### src/rtl/arb_pkg.sv
// rtl/arb_pkg.sv - shared constants and state encoding for the round-robin arbiter
package arb_pkg;

    localparam int NUM_REQ = 4;
    localparam int IDX_W   = 2;

    typedef enum logic {
        ST_IDLE  = 1'b0,
        ST_GRANT = 1'b1
    } arb_state_e;

endpackage

### src/rtl/rr_arbiter4_if.sv
// rtl/rr_arbiter4_if.sv - request/grant bundle between requesters and the arbiter
interface rr_arbiter4_if
    import arb_pkg::*;
();

    logic [NUM_REQ-1:0] req;
    logic               done;
    logic [NUM_REQ-1:0] gnt;
    logic [IDX_W-1:0]   gnt_idx;
    logic               gnt_valid;
    logic               timeout;

    // Requester side: raises requests and the release strobe, observes the grant.
    modport master (
        output req,
        output done,
        input  gnt,
        input  gnt_idx,
        input  gnt_valid,
        input  timeout
    );

    // Arbiter side.
    modport slave (
        input  req,
        input  done,
        output gnt,
        output gnt_idx,
        output gnt_valid,
        output timeout
    );

endinterface

### src/rtl/decoder2to4.sv
// rtl/decoder2to4.sv - 2-bit index to 4-bit one-hot decoder
module decoder2to4 (
    input  logic [1:0] idx_i,
    output logic [3:0] onehot_o
);

    // Pure decode; exactly one output bit set for every index.
    always_comb begin
        onehot_o = 4'b0000;
        onehot_o[idx_i] = 1'b1;
    end

endmodule

### src/rtl/rr_arbiter4.sv
// rtl/rr_arbiter4.sv - four-requester round-robin arbiter with hold-time limit
module rr_arbiter4
    import arb_pkg::*;
#(
    parameter int HOLD_MAX = 15,
    parameter int CNT_W    = 4
) (
    input  logic         clk,
    input  logic         rst,
    rr_arbiter4_if.slave bus
);

    // Last cycle index an owner may still hold the grant; only meaningful when HOLD_MAX != 0.
    localparam logic [CNT_W-1:0] HOLD_LAST = CNT_W'(HOLD_MAX - 1);
    localparam logic [CNT_W-1:0] CNT_SAT   = {CNT_W{1'b1}};

    arb_state_e          state_q;
    logic [NUM_REQ-1:0]  gnt_q;
    logic [IDX_W-1:0]    idx_q;
    logic                valid_q;
    logic                timeout_q;
    logic [CNT_W-1:0]    cnt_q;

    logic [IDX_W-1:0]    start_idx;
    logic [IDX_W-1:0]    cand_idx;
    logic [IDX_W-1:0]    winner_d;
    logic                found_d;
    logic [NUM_REQ-1:0]  winner_onehot;
    logic                rel_done;
    logic                rel_withdraw;
    logic                rel_hold;
    logic                release_d;

    // Search starts one past the last owner and wraps, so the previous owner is checked last.
    always_comb begin
        start_idx = idx_q + IDX_W'(1);
        cand_idx  = start_idx;
        winner_d  = start_idx;
        found_d   = 1'b0;
        for (int i = 0; i < NUM_REQ; i++) begin
            cand_idx = start_idx + IDX_W'(i);
            if (!found_d && bus.req[cand_idx]) begin
                found_d  = 1'b1;
                winner_d = cand_idx;
            end
        end
    end

    decoder2to4 u_dec (
        .idx_i    (winner_d),
        .onehot_o (winner_onehot)
    );

    // Release causes while granted; timeout only reports when it is the sole cause.
    always_comb begin
        rel_done     = bus.done;
        rel_withdraw = !bus.req[idx_q];
        rel_hold     = (HOLD_MAX != 0) && (cnt_q == HOLD_LAST);
        release_d    = rel_done || rel_withdraw || rel_hold;
    end

    // Grant FSM: idle search, hold until release, one idle cycle of turnaround after every release.
    always_ff @(posedge clk) begin
        if (rst) begin
            state_q   <= ST_IDLE;
            gnt_q     <= '0;
            idx_q     <= 2'b11;
            valid_q   <= 1'b0;
            timeout_q <= 1'b0;
            cnt_q     <= '0;
        end else begin
            timeout_q <= 1'b0;
            case (state_q)
                ST_IDLE: begin
                    if (found_d) begin
                        state_q <= ST_GRANT;
                        gnt_q   <= winner_onehot;
                        idx_q   <= winner_d;
                        valid_q <= 1'b1;
                        cnt_q   <= '0;
                    end
                end
                ST_GRANT: begin
                    if (release_d) begin
                        state_q   <= ST_IDLE;
                        gnt_q     <= '0;
                        valid_q   <= 1'b0;
                        timeout_q <= rel_hold && !rel_done && !rel_withdraw;
                    end else if (cnt_q != CNT_SAT) begin
                        cnt_q <= cnt_q + CNT_W'(1);
                    end
                end
                default: begin
                    state_q <= ST_IDLE;
                    gnt_q   <= '0;
                    valid_q <= 1'b0;
                end
            endcase
        end
    end

    assign bus.gnt       = gnt_q;
    assign bus.gnt_idx   = idx_q;
    assign bus.gnt_valid = valid_q;
    assign bus.timeout   = timeout_q;

endmodule

### src/flat_wrapper.sv
// flat-port wrapper written by rule: the top's interface ports become plain ports
module rr_arbiter4_flat import arb_pkg::*;
#(
    parameter int HOLD_MAX = 15,
    parameter int CNT_W    = 4
)
  (clk, rst, bus_req, bus_done, bus_gnt, bus_gnt_idx, bus_gnt_valid, bus_timeout);
  rr_arbiter4_if bus_i ();
  input  logic clk;
  input  logic rst;
  input wire logic [$bits(bus_i.req)-1:0] bus_req;
  input wire logic [$bits(bus_i.done)-1:0] bus_done;
  output wire logic [$bits(bus_i.gnt)-1:0] bus_gnt;
  output wire logic [$bits(bus_i.gnt_idx)-1:0] bus_gnt_idx;
  output wire logic [$bits(bus_i.gnt_valid)-1:0] bus_gnt_valid;
  output wire logic [$bits(bus_i.timeout)-1:0] bus_timeout;
  assign bus_i.req = bus_req;
  assign bus_i.done = bus_done;
  assign bus_gnt = bus_i.gnt;
  assign bus_gnt_idx = bus_i.gnt_idx;
  assign bus_gnt_valid = bus_i.gnt_valid;
  assign bus_timeout = bus_i.timeout;
  rr_arbiter4 #(.HOLD_MAX(HOLD_MAX), .CNT_W(CNT_W)) u_core (.clk(clk), .rst(rst), .bus(bus_i));
endmodule
### config.mk
export PLATFORM = sky130hd
export DESIGN_NAME = rr_arbiter4_flat
export DESIGN_NICKNAME = d
export VERILOG_FILES = /design/src/rtl/arb_pkg.sv /design/src/rtl/rr_arbiter4_if.sv /design/src/rtl/decoder2to4.sv /design/src/rtl/rr_arbiter4.sv /design/src/flat_wrapper.sv
export SDC_FILE = /design/constraint.sdc
export NUM_CORES = 1
export LEC_CHECK = 0
export CAP_MARGIN = 25
export CORE_UTILIZATION = 46
export CTS_BUF_LIST = sky130_fd_sc_hd__clkbuf_8
export DETAILED_ROUTE_END_ITERATION = 16
export PLACE_DENSITY_LB_ADDON = 0.08
export SYNTH_ARGS = -nofsm -noshare
export SYNTH_HDL_FRONTEND = slang
export SYNTH_SLANG_ARGS = --single-unit
export TNS_END_PERCENT = 30
### constraint.sdc
create_clock -name clk -period 1.82 [get_ports clk]
set_input_delay 0.182 -clock clk [delete_from_list [all_inputs] [get_ports clk]]
set_output_delay 0.182 -clock clk [all_outputs]
set_load 0.005 [all_outputs]
# Word-level counts from Yosys, hierarchy flattened
# Cells that the tools add are included.
dict set report word_totals {
  register_bits 13
  input_bits 7
  wordCells 75
}
dict set report classes {
  addsub 5
  order_cmp 7
  eq_ne 6
  n_mux 32
  bitwise 2
  reduce_logical 17
}
# op n
set ops {}
lappend ops {{$mux 4} 5}
lappend ops {{$lt 2x3->1 const B} 6}
lappend ops {{$pmux 4 s2} 2}
lappend ops {{$mux 1} 14}
lappend ops {{$bmux 1 s2} 5}
lappend ops {{$logic_and 1x1->1} 6}
lappend ops {{$mux 2} 3}
lappend ops {{$ne 2x2->1 const B} 3}
lappend ops {{$logic_not 1->1} 5}
lappend ops {{$add 2x1->2 const B} 2}
lappend ops {{$add 2x2->2 const B} 2}
lappend ops {{$add 4x1->4 const B} 1}
lappend ops {{$eq 4x4->1 const B} 1}
lappend ops {{$ne 4x4->1 const B} 1}
lappend ops {{$pmux 1 s2} 2}
lappend ops {{$reduce_and 2->1} 2}
lappend ops {{$reduce_and 3->1} 1}
lappend ops {{$reduce_or 3->1} 1}
lappend ops {{$demux 1 s2} 1}
lappend ops {{$ge 2x1->1 const B} 1}
lappend ops {{$logic_or 1x1->1} 2}
lappend ops {{$ne 2x1->1 const B} 1}
lappend ops {{$not 1->1} 2}

# Longest topological paths before layout
dict set report logic_depth {
  ltp_word 19
  depth_mapped 6
}

# Cells and area by module
# A second synthesis with hierarchy kept.
dict set report unflattened {
  hier_cells 92
  area_unflattened_um2 828.3
}
# module n_inst cells_each area_each_um2 seq_area_each_um2
set modules_own_cells {}
lappend modules_own_cells {rr_arbiter4 1 88 802.0 260.2}
lappend modules_own_cells {decoder2to4 1 4 26.3 0.0}

# Worst setup path before layout
# Ideal clock, no wire load.
dict set report synth_timing {
  kind {register -> register}
  from {register u_core.idx_q[1] (netlist: u_core.bus.gnt_idx[1])}
  to {register u_core.cnt_q[3]}
  setup_ns 0.086
  t_arrival_ns 1.763
  slack_ns -0.029
  path_stages_with_launch 6
  path_cell_list {dfxtp_1 > clkbuf_1 > mux2_2 > a222oi_1 > o31ai_1 > a221oi_2}
}
dict set report synth_between {
  elab_chain_cells 15
  elab_cells_between_ends 30
  classes_between {4 x add/sub; 2 x eq/ne; 14 x mux; 10 x reduce/logical}
}
# element line_no
set synth_lines {}
lappend synth_lines {{from (decl)} rr_arbiter4.sv:19} ;# logic [IDX_W-1:0] idx_q;
lappend synth_lines {{from (signal assigned)} rr_arbiter4.sv:78} ;# idx_q <= winner_d;
lappend synth_lines {{branches (longest 14 deep; another with $add 2x1->2)} n/a}
lappend synth_lines {{$reduce_and 3->1 (no line) *} n/a}
lappend synth_lines {{to (signal assigned)} rr_arbiter4.sv:90} ;# cnt_q <= cnt_q + CNT_W'(1);
lappend synth_lines {{to (decl)} rr_arbiter4.sv:22} ;# logic [CNT_W-1:0] cnt_q;
# Mark *: on every way between the ends. The select of a mux whose other input is x is not followed.
# A chain may end at the register's enable or synchronous reset.

# Worst setup path in the final report
dict set report layout_timing {
  from {register u_core.cnt_q[0]}
  to {register u_core.cnt_q[3]}
}
dict set report layout_between {
  elab_chain_cells 4
  elab_cells_between_ends 10
  classes_between {1 x add/sub; 4 x eq/ne; 3 x mux; 2 x reduce/logical}
}
# element line_no
set layout_lines {}
lappend layout_lines {{$add 4x1->4 / $eq 4x4->1 (equally long branches)} {rr_arbiter4.sv:90, rr_arbiter4.sv:58}}
lappend layout_lines {{$mux 4 / $logic_or 1x1->1 (equally long branches)} {rr_arbiter4.sv:89, rr_arbiter4.sv:59}}
lappend layout_lines {{$mux 4 / $ne 2x2->1 (equally long branches)} n/a}
lappend layout_lines {{$pmux 4 s2 / $reduce_and 3->1 (equally long branches)} n/a}
# Parallel ways exist; a longest one is shown, timed or not. The select of a mux whose other input is x is not followed.

==> results.ini <==
[run_status]
outcome=completed

[route]
top_layer=met4
route.met2.wl_um=820
wirelength_mm=1.88
postRouteAntennaNets=0
vias_per_cell=6.02
drc=0
drtIter0Drc=22
wl_met1_um=903
route.met3.wl_um=144
detail_route.wl_per_cell_um=14.3
vias=789
firstDrtPassIters=4

[power]
pwr_density_cell_mw_per_mm2=739
power_uw=792
ir_drop_mv=0.690
leakagePower_nw=0.437

[global_route]
grt_overflow=0
grt_max_degree=8
grt_pass1_vias=741
grt_pass1_wl_mm=3.10
antenna_found_initial=0
track_usage_pct=22.2

[synth]
synthFlopType=dfxtp_1
synth_top_area_cell=dfxtp_1
ys_top_cells_by_count=dfxtp_1 (13), nand2_1 (10), a21oi_1 (6), inv_1 (5), a32o_1 (4)
ys_seq_elements=13
ys_seq_area_share_pct=35.5
synthTopCellsByArea=dfxtp_1 (35%), a32o_1 (5.5%), nand2_1 (5.1%), a21oi_1 (4.1%), ha_1 (3.4%)
synthCells=83
ys_async_sr_fraction_pct=0
synth_enable_flop_cells=0
synth_fp_nets=92
ys_warn_count=0
synth_top_area_share_pct=35.5
ys_types=38
netlist_area_um2=733
yosysMostFrequentCell=dfxtp_1
postSynthAreaPerCell_um2=8.83

[worst_setup_path]
crit_arrival_ps=1920
required_ps=1980
start_kind=register
critical_path.max_stage_delay_ps=430
path_cells=ha_2, and4_2, nand4b_1, or4_4, a221oi_2
crit_type=register to register
worst-path-max-fanout=5
slowest_stage=or4_4
endpoint_kind=register

[placed_design]
numPortBuffers=14
dp_cells=127
post-dp-hpwl_mm=1.41
routabilityCongestion=0.867

[clocking]
tritoncts=built
cts.path.max_buffers=2
root_buffer=clkbuf_8
clock_latency_ps=240
cts_hold_buf=0
htreeDepth=1
numCtsBuffers=3
clkSinkCount=13
clk_pin_slew_ps=60

[floorplanning]
rows=14
core-area_mm2=0.00149
initial_utilization_pct=49.2
die_x_um=41.9
die_h_um=41.9
floorplan.die_area_mm2=0.00176
ioPinCount=15

[sta]
max_freq_mhz=569
slew_viol_final=0
tightest_slew_ps=391
finalCritPeriodShare_pct=96.6
setup_violations=0
finalHoldViolCount=0
period_minus_slack_ps=1760
finClkSkew_ps=4.52
slew_headroom_pct=74.0

[final_layout]
fin_util_pct=72.0
antenna_cells=0
final_nets=125
fin_cells=131
drive_above_1_share_pct=26.1
area_growth_pct=46.2

[min_path]
hp-class=register to register

[run]
maxCapViolCount=0

repair_timing:
item                       in CTS  in global routing
gates resized for setup         6                  4
buffers inserted                0                  0
setup endpoints to repair       3                  1
pin swaps                       2                  0
logic make-up (layout without fill, tap and decap cells):
kind of cell	Yosys count	in the layout	synth area share (%)
AO/OA/AOI/OAI	31	31	33.6
AND/OR/NAND/NOR	25	25	18.4
flip-flops	13	13	35.5
buffers and inverters	9	41	4.78
adder cells (fa/ha/maj)	2	2	3.41
multiplexers	2	2	3.07
XOR/XNOR	1	1	1.19
state kept, by name (all words and copies together), names as in the netlist:
register / flops
u_core.bus.gnt: 4
u_core.bus.gnt_idx: 2
u_core.bus.gnt_valid: 1
u_core.bus.timeout: 1
u_core.cnt_q: 4
u_core.state_q: 1
report_power, final:
part           leakage [nW]  switching [mW]  total (mW)  internal [mW]
Combinational         0.303           0.103       0.225          0.121
Clock                0.0269          0.0983       0.247          0.149
Sequential            0.107          0.0148       0.321          0.306
metal layers:
| layer | track usage, % | vias to the layer above |
|---|---|---|
| met2 | 34.4 | 35 |
| li1 | - | 393 |
| met5 | 0 | - |
| met3 | 5.22 | 2 |
| met1 | 30.8 | 359 |
| met4 | 6.45 | 0 |
stage by stage:
| stage | hold WS, ps | setup WS (ps) | area (µm²) | TNS [ps] |
|---|---|---|---|---|
| after floorplan | 451 | 12.9 | 734 | 0 |
| after global placement | 439 | -302 | 1010 | -1720 |
| after detailed placement | 443 | -335 | 1010 | -1810 |
| after CTS | 459 | 60.6 | 1060 | 0 |
| after global routing | 481 | -10.8 | 1070 | -10.8 |
| final | 460 | 61.2 | 1070 | 0 |
final cells by class:
| cell class | count | area, µm² |
|---|---|---|
| sequential | 13 | 260 |
| inverter | 5 | 18.8 |
| timing repair buffer | 32 | 274 |
| multi-input combinational | 61 | 454 |
| clock inverter | 1 | 3.75 |
| clock buffer | 3 | 41.3 |
| tap | 16 | 20.0 |
| fill | 135 | 417 |
critical path, delay by kind of cell (launching register included):
family	cells	cell delay (ps)
AOI/OAI and AO/OA	1	230
adders and majority gates	1	210
DFF	1	340
and+or+nand+nor	3	900
path summary, 6_finish.rpt:
path         slack, ps                 start  depth (start not counted)              endpoint
max                 60       u_core.cnt_q[0]                          5       u_core.cnt_q[3]
min reg2reg        460  u_core.bus.gnt_valid                          1  u_core.bus.gnt_valid
min                460  u_core.bus.gnt_valid                          1  u_core.bus.gnt_valid
max reg2reg         60       u_core.cnt_q[0]                          5       u_core.cnt_q[3]
cells in the final DEF (no fill, tap or decap), drive strengths merged, types with 2 or more instances in the layout:
cell type | netlist | routed
buf | 1 | 18
mux2 | 2 | 2
dfxtp | 13 | 13
o21ai | 2 | 2
nor3 | 2 | 2
nand2 | 10 | 10
nor2b | 2 | 2
or4 | 3 | 3
clkdlybuf4s50 | 0 | 10
a221oi | 2 | 2
o211ai | 2 | 2
nor2 | 2 | 2
inv | 5 | 6
ha | 2 | 2
a21oi | 6 | 6
clkbuf | 3 | 3
dlygate4sd2 | 0 | 4
a32o | 4 | 4
o31ai | 2 | 2
(Power assumes the default switching activity.)
==> RTL edit (same settings) <==
`CNT_W` is set to 4 in 2 places; all go to 6.
--- a/src/rtl/rr_arbiter4.sv
+++ b/src/rtl/rr_arbiter4.sv
@@ -3,7 +3,7 @@
     import arb_pkg::*;
 #(
     parameter int HOLD_MAX = 15,
-    parameter int CNT_W    = 4
+    parameter int CNT_W    = 6
 ) (
     input  logic         clk,
     input  logic         rst,
--- a/src/flat_wrapper.sv
+++ b/src/flat_wrapper.sv
@@ -2,7 +2,7 @@
 module rr_arbiter4_flat import arb_pkg::*;
 #(
     parameter int HOLD_MAX = 15,
-    parameter int CNT_W    = 4
+    parameter int CNT_W    = 6
 )
   (clk, rst, bus_req, bus_done, bus_gnt, bus_gnt_idx, bus_gnt_valid, bus_timeout);
   rr_arbiter4_if bus_i ();
Check against the original RTL: same outputs for any inputs over 10 cycles, from zero or initial values and one cycle with rst high; that may be too few to reach the edited logic, so the function may still have changed.
==> RTL edit against the original RTL <==
Count of clock-buffer cells in the layout stayed put. Setup slack improved by 110 ps. Area after synthesis increased by 17%. Sequential cell count rose by 2. Final area is 1.8% higher. Synthesized cell count grew 20%. Wire length fell by 5.0%. Power increased by 7.5%. Critical endpoint is now u_core.cnt_q[5]. Largest power group unchanged.
==> RTL edit: results (changes against the original RTL) <==
Synth
  • Synthesized flop and latch total: 15 (+2)
  • Area fraction in compound gates after synthesis: 0.2471 (-0.08908)
  • Synth Area in XOR/XNOR: 0.03052 (+0.01858)
  • Net Count, Synth: 109 (+18%)
  • Synth area leaders: dfxtp_1, a21oi_1, nor2_1
  • Syn_area_per_cell: 8.608 um2 (-2.6%)
  • Synth top cells by count: dfxtp_1, nor2_1, a21oi_1
  • Synth Area in Adders: 0.02907 (-0.005060)
  • Post-synthesis mux area share: 0.02616 (-0.004554)

Clock tree
  • Post-CTS sizing: 0 (-6)

Worst setup path
  • Slowest-stage cell, CP: dfxtp_1
  • Crit path to: u_core.cnt_q[5]
  • R2R cell count: 6 (+1)
  • CP peak stage delay: 410 ps (-20 ps)
  • Crit-path max FO: 7 (+2)

Global route
  • Vias in the first global route: 640 (-14%)
  • Global-route track usage on met2: 0.2899 (-0.05389)
  • Initial antenna violation count: 0 (unchanged)
  • Routing usage on met3: 0.04800 (-0.004174)
  • Met1 usage: 0.2623 (-0.04565)
  • GRT Util Overall: 0.1895 (-0.03280)
  • Largest net degree at the start of global routing: 12 (+4)

Drt
  • Vias per cell: 5.333 (-11%)
  • Met3 wire length: 76 um (-47%)
  • Vias: 768 (-2.7%)
  • Met1 WL: 918 um (+1.7%)
  • Met2 wire len: 777 um (-5.2%)

Place
  • Dpl hpwl: 1312 um (-6.9%)
  • RePlAce Congestion: 0.7891 (-8.9%)
  • Post-placement cell count: 140 (+10%)
  • Post-placement cell area: 1044 um2 (+3.1%)

Final layout
  • Seq area share: 0.2764 (+0.03367)
  • Final #Nets: 129 (+3.2%)
  • Area of the multi-input gates: 515.5 um2 (+13%)
  • Fraction of layout cells with a size suffix above 1: 0.1513 (-0.1096)
  • Buffers excl. clock: 19 (-41%)
  • Multi-In Gates: 76 (+25%)
  • Non-clock buffer area fraction after layout: 0.1628 (-0.09270)
  • Filler cell count in the final layout: 163 (+21%)

Run status
  • Status: finished, final reports clean

Power and ir drop
  • VDD IR max: 0.0005045 V (-27%)

Worst hold path
  • Min-Delay Endpoint: u_core.bus.gnt[2]

STA
  • Setup Skew: 4.229 ps (-0.2955 ps)
  • Slew headroom: 0.7323 (-0.007222)
## RTL edit: report_power, final
part | total, mW | switching (mW) | internal, mW | leakage (nW)
sequential | 0.370 | 0.0203 | 0.350 | 0.122
combinational | 0.215 | 0.0964 | 0.119 | 0.258
clock | 0.266 | 0.115 | 0.151 | 0.0255
total | 0.852 | 0.232 | 0.620 | 0.406
## RTL edit: metrics by stage
| step | setup TNS, ps | total power [mW] | hold slack, ps | setup WS (ps) | utilization |
|---|---|---|---|---|---|
| after floorplan | 0 | 0.5073 | 395.2 | 264.3 | - |
| after detailed placement | -127.8 | 0.5910 | 482.0 | -47.02 | 0.5978 |
| final | 0 | 0.8517 | 489.3 | 169.8 | 0.6251 |
| after global routing | 0 | 0.9044 | 523.9 | 19.35 | 0.6251 |
| after CTS | 0 | 0.8632 | 494.6 | 157.7 | 0.6244 |
| after global placement | -12.69 | 0.5881 | 475.1 | -11.10 | 0.5978 |
